### config.mk
export PLATFORM = sky130hd
export DESIGN_NAME = chunked_addsub
export DESIGN_NICKNAME = d
export VERILOG_FILES = /design/src/rtl/chunked_addsub.sv
export SDC_FILE = /design/constraint.sdc
export NUM_CORES = 1
export LEC_CHECK = 0
export ABC_AREA = 1
export CORE_UTILIZATION = 30
export DETAILED_ROUTE_END_ITERATION = 7
export HOLD_SLACK_MARGIN = 0.1
export PLACE_DENSITY = 0.53
export RECOVER_POWER = 100
export SYNTH_ARGS = -nofsm -noshare
export SYNTH_HDL_FRONTEND = slang
export SYNTH_SLANG_ARGS = --single-unit
### constraint.sdc
create_clock -name clk -period 2.9 [get_ports clk]
set_input_delay 0.435 -clock clk [delete_from_list [all_inputs] [get_ports clk]]
set_output_delay 0.435 -clock clk [all_outputs]
set_load 0.1 [all_outputs]
### src/rtl/chunked_addsub.sv
// Multi-cycle add/subtract unit: walks the operands CHUNK bits per cycle,
// carrying between chunks in a register, and reports carry/overflow/zero.
// Valid/ready handshake on input and output; all outputs come from registers.
// WIDTH must be a multiple of CHUNK, and CHUNK >= 1.
module chunked_addsub #(
   parameter int unsigned WIDTH = 32,
   parameter int unsigned CHUNK = 16
) (
   input  logic             clk,
   input  logic             rst,
   input  logic             in_valid,
   output logic             in_ready,
   input  logic [WIDTH-1:0] in1,
   input  logic [WIDTH-1:0] in2,
   input  logic             sub,
   input  logic             c_in,
   output logic             out_valid,
   input  logic             out_ready,
   output logic [WIDTH-1:0] out,
   output logic             carry,
   output logic             overflow,
   output logic             zero
);

   localparam int unsigned NCHUNK = WIDTH / CHUNK;
   localparam int unsigned IDXW   = (NCHUNK > 1) ? $clog2(NCHUNK) : 1;
   localparam logic [IDXW-1:0] LAST_IDX = IDXW'(NCHUNK - 1);

   typedef enum logic [1:0] {StIdle, StRun, StDone} state_e;

   state_e          state_q, state_d;
   logic [IDXW-1:0] idx_q, idx_d;
   logic [WIDTH-1:0] a_q, a_d;
   logic [WIDTH-1:0] b_q, b_d;       // already inverted for subtract
   logic [WIDTH-1:0] res_q, res_d;
   logic            cy_q, cy_d;      // inter-chunk carry
   logic            carry_q, carry_d;
   logic            ovf_q, ovf_d;
   logic            zero_q, zero_d;

   int unsigned      base;
   logic [CHUNK-1:0] a_ch, b_ch;
   logic [CHUNK:0]   ch_sum;
   logic [WIDTH-1:0] slot_mask;
   logic [WIDTH-1:0] res_merged;

   // Chunk datapath: add the current slice and merge it into the result word.
   always_comb begin
      base       = 32'(idx_q) * CHUNK;
      a_ch       = CHUNK'(a_q >> base);
      b_ch       = CHUNK'(b_q >> base);
      ch_sum     = {1'b0, a_ch} + {1'b0, b_ch} + {{CHUNK{1'b0}}, cy_q};
      slot_mask  = WIDTH'({CHUNK{1'b1}}) << base;
      res_merged = (res_q & ~slot_mask) | (WIDTH'(ch_sum[CHUNK-1:0]) << base);
   end

   // Next-state logic for the IDLE -> RUN -> DONE sequence.
   always_comb begin
      state_d = state_q;
      idx_d   = idx_q;
      a_d     = a_q;
      b_d     = b_q;
      res_d   = res_q;
      cy_d    = cy_q;
      carry_d = carry_q;
      ovf_d   = ovf_q;
      zero_d  = zero_q;
      unique case (state_q)
         StIdle: begin
            if (in_valid) begin
               a_d     = in1;
               b_d     = sub ? ~in2 : in2;
               cy_d    = sub ? 1'b1 : c_in;
               idx_d   = '0;
               state_d = StRun;
            end
         end
         StRun: begin
            res_d = res_merged;
            cy_d  = ch_sum[CHUNK];
            if (idx_q == LAST_IDX) begin
               carry_d = ch_sum[CHUNK];
               ovf_d   = (a_q[WIDTH-1] == b_q[WIDTH-1]) &&
                         (res_merged[WIDTH-1] != a_q[WIDTH-1]);
               zero_d  = (res_merged == '0);
               state_d = StDone;
            end else begin
               idx_d = idx_q + IDXW'(1);
            end
         end
         StDone: begin
            // Retirement cycle never accepts a new operation.
            if (out_ready) state_d = StIdle;
         end
         default: state_d = StIdle;
      endcase
   end

   // State and datapath registers with synchronous reset.
   always_ff @(posedge clk) begin
      if (rst) begin
         state_q <= StIdle;
         idx_q   <= '0;
         a_q     <= '0;
         b_q     <= '0;
         res_q   <= '0;
         cy_q    <= 1'b0;
         carry_q <= 1'b0;
         ovf_q   <= 1'b0;
         zero_q  <= 1'b0;
      end else begin
         state_q <= state_d;
         idx_q   <= idx_d;
         a_q     <= a_d;
         b_q     <= b_d;
         res_q   <= res_d;
         cy_q    <= cy_d;
         carry_q <= carry_d;
         ovf_q   <= ovf_d;
         zero_q  <= zero_d;
      end
   end

   assign in_ready  = (state_q == StIdle);
   assign out_valid = (state_q == StDone);
   assign out       = res_q;
   assign carry     = carry_q;
   assign overflow  = ovf_q;
   assign zero      = zero_q;

endmodule
## Word-level counts from Yosys, hierarchy flattened

Index checks and enable logic that the tools add are counted.

- Logic and storage cells: 46
- Flip-flop bits (word level): 103
- Input port bits: 70
- Output and inout port bits: 37

- Multiplexer cells: 11
- Shift-type cells: 4
- Reductions and logical operators: 8
- Bitwise logic cells: 4
- Equal/unequal tests: 7
- Add/sub/neg operators: 3

Operators by type and width:

| operator | number |
|---|---|
| $not 32->32 | 2 |
| $shr 32x5->16 | 2 |
| $and 32x32->32 | 1 |
| $logic_not 32->1 | 1 |
| $mux 32 | 1 |
| $or 32x32->32 | 1 |
| $shl 16x5->32 | 1 |
| $shl 16x5->32 const A | 1 |
| $add 16x16->17 | 1 |
| $add 17x1->17 | 1 |
| $mux 2 | 3 |
| $pmux 2 s3 | 1 |
| $reduce_and 2->1 | 3 |
| $mux 1 | 4 |
| $ne 2x2->1 const B | 2 |
| $pmux 1 s2 | 2 |
| $reduce_and 3->1 | 1 |
| $eq 2x1->1 const B | 1 |
| $eq 2x2->1 const B | 1 |
| $logic_not 2->1 | 1 |
| $ne 2x1->1 const B | 1 |
| $reduce_bool 2->1 | 1 |
| $add 1x1->1 const B | 1 |
| $eq 1x1->1 | 1 |
| 2 further kinds | 2 |

## Logic depth before layout (Yosys ltp)

- Word-level depth: 7
- Gate-level depth with buffers: 22
- Mapped depth without buffers: 20

## Worst setup path after synthesis

No wires, ideal clock.

- Path type: flip-flop to flip-flop
- Start: register idx_q
- End: register zero_q (netlist: zero)
- Stages on the path, launching flop included: 19
- Arrival time: 2,955 ps
- Clock period less this slack: 3,022 ps
- Data required time: 2,833 ps
- Setup time: 67 ps
- Slack: -122 ps
- Path through: dfxtp_1 buf_2 buf_4 clkbuf_1 o21ai_0 fa_1 inv_1 fa_1 nor3_1 nand2_1 nor2_1 nand2_1 nor2_1 nand3_1 nor2_1 nand3_1 nor3_2 nand2_1 a21oi_2

- Cells in the longest elaborated chain, start to end: 6
- Elaborated cells on any way between the ends: 11
- Classes of those cells: add/sub (2); shift (4); bitwise (3); reduce/logical (2)

RTL lines:

| what | RTL line | text |
|---|---|---|
| start, declared | 32 | `logic [IDXW-1:0] idx_q, idx_d;` |
| start signal, assigned | 113 | `idx_q <= idx_d;` |
| $shr 32x5->16 (on tied branches) | 50, 51 |  |
| $add 16x16->17 | 52 | `ch_sum = {1'b0, a_ch} + {1'b0, b_ch} + {{CHUNK{1'b0}}, cy_q};` |
| $add 17x1->17 | 52 |  |
| $shl 16x5->32 | 54 | `res_merged = (res_q & ~slot_mask) \| (WIDTH'(ch_sum[CHUNK-1:0]) << base);` |
| $or 32x32->32 | 54 |  |
| $logic_not 32->1 | 85 | `zero_d = (res_merged == '0);` |
| end signal, assigned | 120 | `zero_q <= zero_d;` |
| end, declared | 39 | `logic zero_q, zero_d;` |

Parallel ways exist; a longest one is shown, timed or not.
A chain may end at the register's enable or synchronous reset.

## Final worst setup path

Same ends and word-level chain as after synthesis.

==> results.yml <==
grt:
  met1_usage_pct: 22.3
  track_usage_pct: 16.4
  grtUsageMet3_pct: 3.14
  grt-busiest-layer: "met2"
  grt_util_met2_pct: 26.2
  grt_pass1_wl_um: 24800
  grt_antenna_before_repair: 0
  grt_max_degree: 75
  first_global_vias: 4785
  grt_overflow: 0
detailed_routing:
  ant_nets: 0
  wirelength_um: 15400
  vias_per_cell: 4.53
  drt-initial-drc-count: 286
  post_drt_wl_per_cell_um: 13.6
  vias: 5160
  first_pass_iters: 6
  drc_errors: 4
placement:
  place.gp.congestion: 0.965
  post-dp-hpwl_um: 11700
  port_buffers: 106
  dp.cells: 1122
  place_area_um2: 6810
synthesis:
  postSynthCellCount: 814
  syn-cell-area_um2: 5600
  synth-seq-area-share_pct: 36.8
  yosys_warnings: 0
  ys_types: 37
  avgSynthCellArea_um2: 6.88
  ys.flop_type: "dfxtp_1"
  synth-simple-area-share_pct: 26.1
  synthesis.nets: 901
  synth_edf_count: 0
  synthMuxAreaShare_pct: 0.357
  synthArstFlopShare_pct: 0
  synth_top_family_by_area: "simple AND/OR/NAND/NOR gates"
  synthAdderAreaFrac_pct: 4.07
  synth_compound_area_share_pct: 17.3
  synth-xor-area-share_pct: 5.32
  synth-seq-cells: 103
floorplanning:
  dieArea_um2: 19200
  row_count: 49
  die_w_um: 139
  coreArea_um2: 18100
  start_util_pct: 30.9
  top_level_ports: 107
  die_h_um: 139
worst_setup_path:
  worst-r2r-setup-slack_ns: 0.22
  critPathMaxFanout: 14
  crit_type: "flop to flop"
  r2r-end: "zero$_SDFFE_PP0P_"
  cp.depth: 17
  endpoint_kind: "flop"
  endpoint: "zero$_SDFFE_PP0P_"
  cp_top_family: "simple AND/OR/NAND/NOR gates"
  cp_common_cell: "nand2_1"
  cp.required_ns: 3.20
  crit_start: "idx_q$_SDFFE_PP0P_"
  path_cells: "mux2i_1 -> fa_1 -> inv_1 -> fa_1 -> nand2_1 -> nand3_1 -> nand3_1 -> nand2_2 -> nand2_1 -> nand2_1 -> nand2_1 -> nand2_1 -> nor2_1 -> nand3_1 -> nor3_2 -> nand2_1 -> a21oi_2"
  r2r-start: "idx_q$_SDFFE_PP0P_"
  crit_arrival_ns: 2.97
  critPathMaxStageDelay_ns: 0.43
  cp.buffers_inverters: 1
  critPathLaunchType: "flop"
  worstRegToRegCells: 17
  cpMaxStageDelayCell: "dfxtp_4"
clocking:
  clockBufferDepth: 2
  cts_made_buffers: 9
  clkLatencyLatePin_ns: 0.36
  h-tree-depth: 3
  cts_root_buf: "clkbuf_16"
  cts_num_sinks: 103
  clk_pin_slew_ns: 0.07
  cts_tree: "built"
  holdBufCountCts: 0
finish:
  n_antenna_cell: 0
  drive_above_1_share_pct: 6.60
  fin_cells: 1138
  fin_area_um2: 6950
  syn2layout_area_growth_pct: 24.1
  nets: 991
power_and_ir_drop:
  vdd_drop_max_uv: 275
  leakagePower_nw: 3.14
  pwr_density_cell_nw_per_um2: 611
timing:
  drv_slew: 0
  hold_viol: 0
  min_period_ns: 2.68
  rsz0062_at_grt: "no"
  max_freq_mhz: 374
  worstMarginPinSlew_ns: 1.27
  setup_tns_ns: 0
  fin_crit_sh_pct: 92.3
  slew_headroom_pct: 15.4
  fin_worst_skew_ns: 0.00658
  setup-violations-final: 0
worst_hold_path:
  hp-class: "flop to flop"
  hold_depth: 2
  min_from: "b_q[5]$_SDFFE_PP0P_"
run:
  maxCapViolations: 0
run_status:
  violations: "DRC"
  status: "finished with violations"
-- cell usage after synthesis (all sizes together) (7+ instances only) --
master / count / area, um^2
ha: 15 / 188
dfxtp: 103 / 2060
nand3: 28 / 175
o211ai: 17 / 128
o21ai: 86 / 434
a21oi: 44 / 243
nor3: 7 / 45.0
nor2: 106 / 405
clkbuf: 32 / 120
inv: 102 / 383
xor2: 17 / 149
xnor2: 17 / 149
nand2: 190 / 751
buf: 10 / 52.6
a211oi: 16 / 120
-- per-layer routing --
metal | up-vias | routed length, um
met1 | 2277 | 7620
met5 | - | 0
met3 | 14 | 668
li1 | 2775 | -
met2 | 94 | 6930
met4 | 0 | 227
-- logic make-up after synthesis --
kind of cell    after synthesis
flops                       103
mux                           2
compound gates              169
simple gates                343
fa+ha+maj                    17
xor+xnor                     34
buf+inv                     146
-- how the worst min path moves through the flow --
stage / to / slack [ns]
after floorplan: a_q[14]$_SDFFE_PP0P_ / 0.42
final: b_q[5]$_SDFFE_PP0P_ / 0.45
after detailed placement: b_q[5]$_SDFFE_PP0P_ / 0.45
after global routing: b_q[7]$_SDFFE_PP0P_ / 0.48
after CTS: b_q[5]$_SDFFE_PP0P_ / 0.46
after global placement: b_q[3]$_SDFFE_PP0P_ / 0.44
-- worst min-delay path: stages (launching register included) --
cell and delay, ns:
dfxtp_1 0.30, inv_1 0.06, a21oi_1 0.05
-- power by group --
part	total, mW	switching (mW)	internal [mW]	leakage [nW]
clock network	1.34	0.570	0.767	0.157
logic	1.29	0.885	0.406	2.13
registers	1.62	0.0774	1.54	0.850
-- sequential cells by signal (all words and copies together) (netlist names) --
register  flops
a_q          32
zero          1
carry         1
b_q          32
idx_q         1
overflow      1
out          32
cy_q          1
state_q       2
-- cell usage in the layout, fill, tap and decap left out, drive strengths merged, types with 17 or more instances in the layout --
cell	count
xor2	17
nand3	28
o211ai	17
o21ai	86
inv	104
dfxtp	103
clkbuf	51
a21oi	44
clkdlybuf4s50	67
nor2	106
xnor2	17
nand2	190
-- per-stage QoR --
stage,hold WS (ns),util [%],worst slack [ns],power (mW)
after floorplan,0.424,-,0.0112,2.59
after global placement,0.439,37.5,0.266,3.01
after detailed placement,0.446,37.5,0.219,3.01
after CTS,0.455,39.3,0.199,4.35
after global routing,0.479,38.3,0.0122,4.50
final,0.453,38.3,0.224,4.25
-- timing repair --
| action | 4_1_cts | 5_1_grt |
|---|---|---|
| hold endpoints to repair | 0 | 0 |
| gates resized for setup | 0 | 1 |
| endpoints found under the setup margin | 0 | 1 |
| buffers inserted | 0 | 0 |
-- area by class of cell --
class / instances / area, um^2
fillers: 2007 / 11200
clock buffers: 9 / 225
clock inverters: 7 / 103
repair buffers: 121 / 933
well taps: 229 / 287
inverters: 104 / 390
flip-flops and latches: 103 / 2070
multi-input cells: 565 / 2940
(Power assumes the default switching activity.)
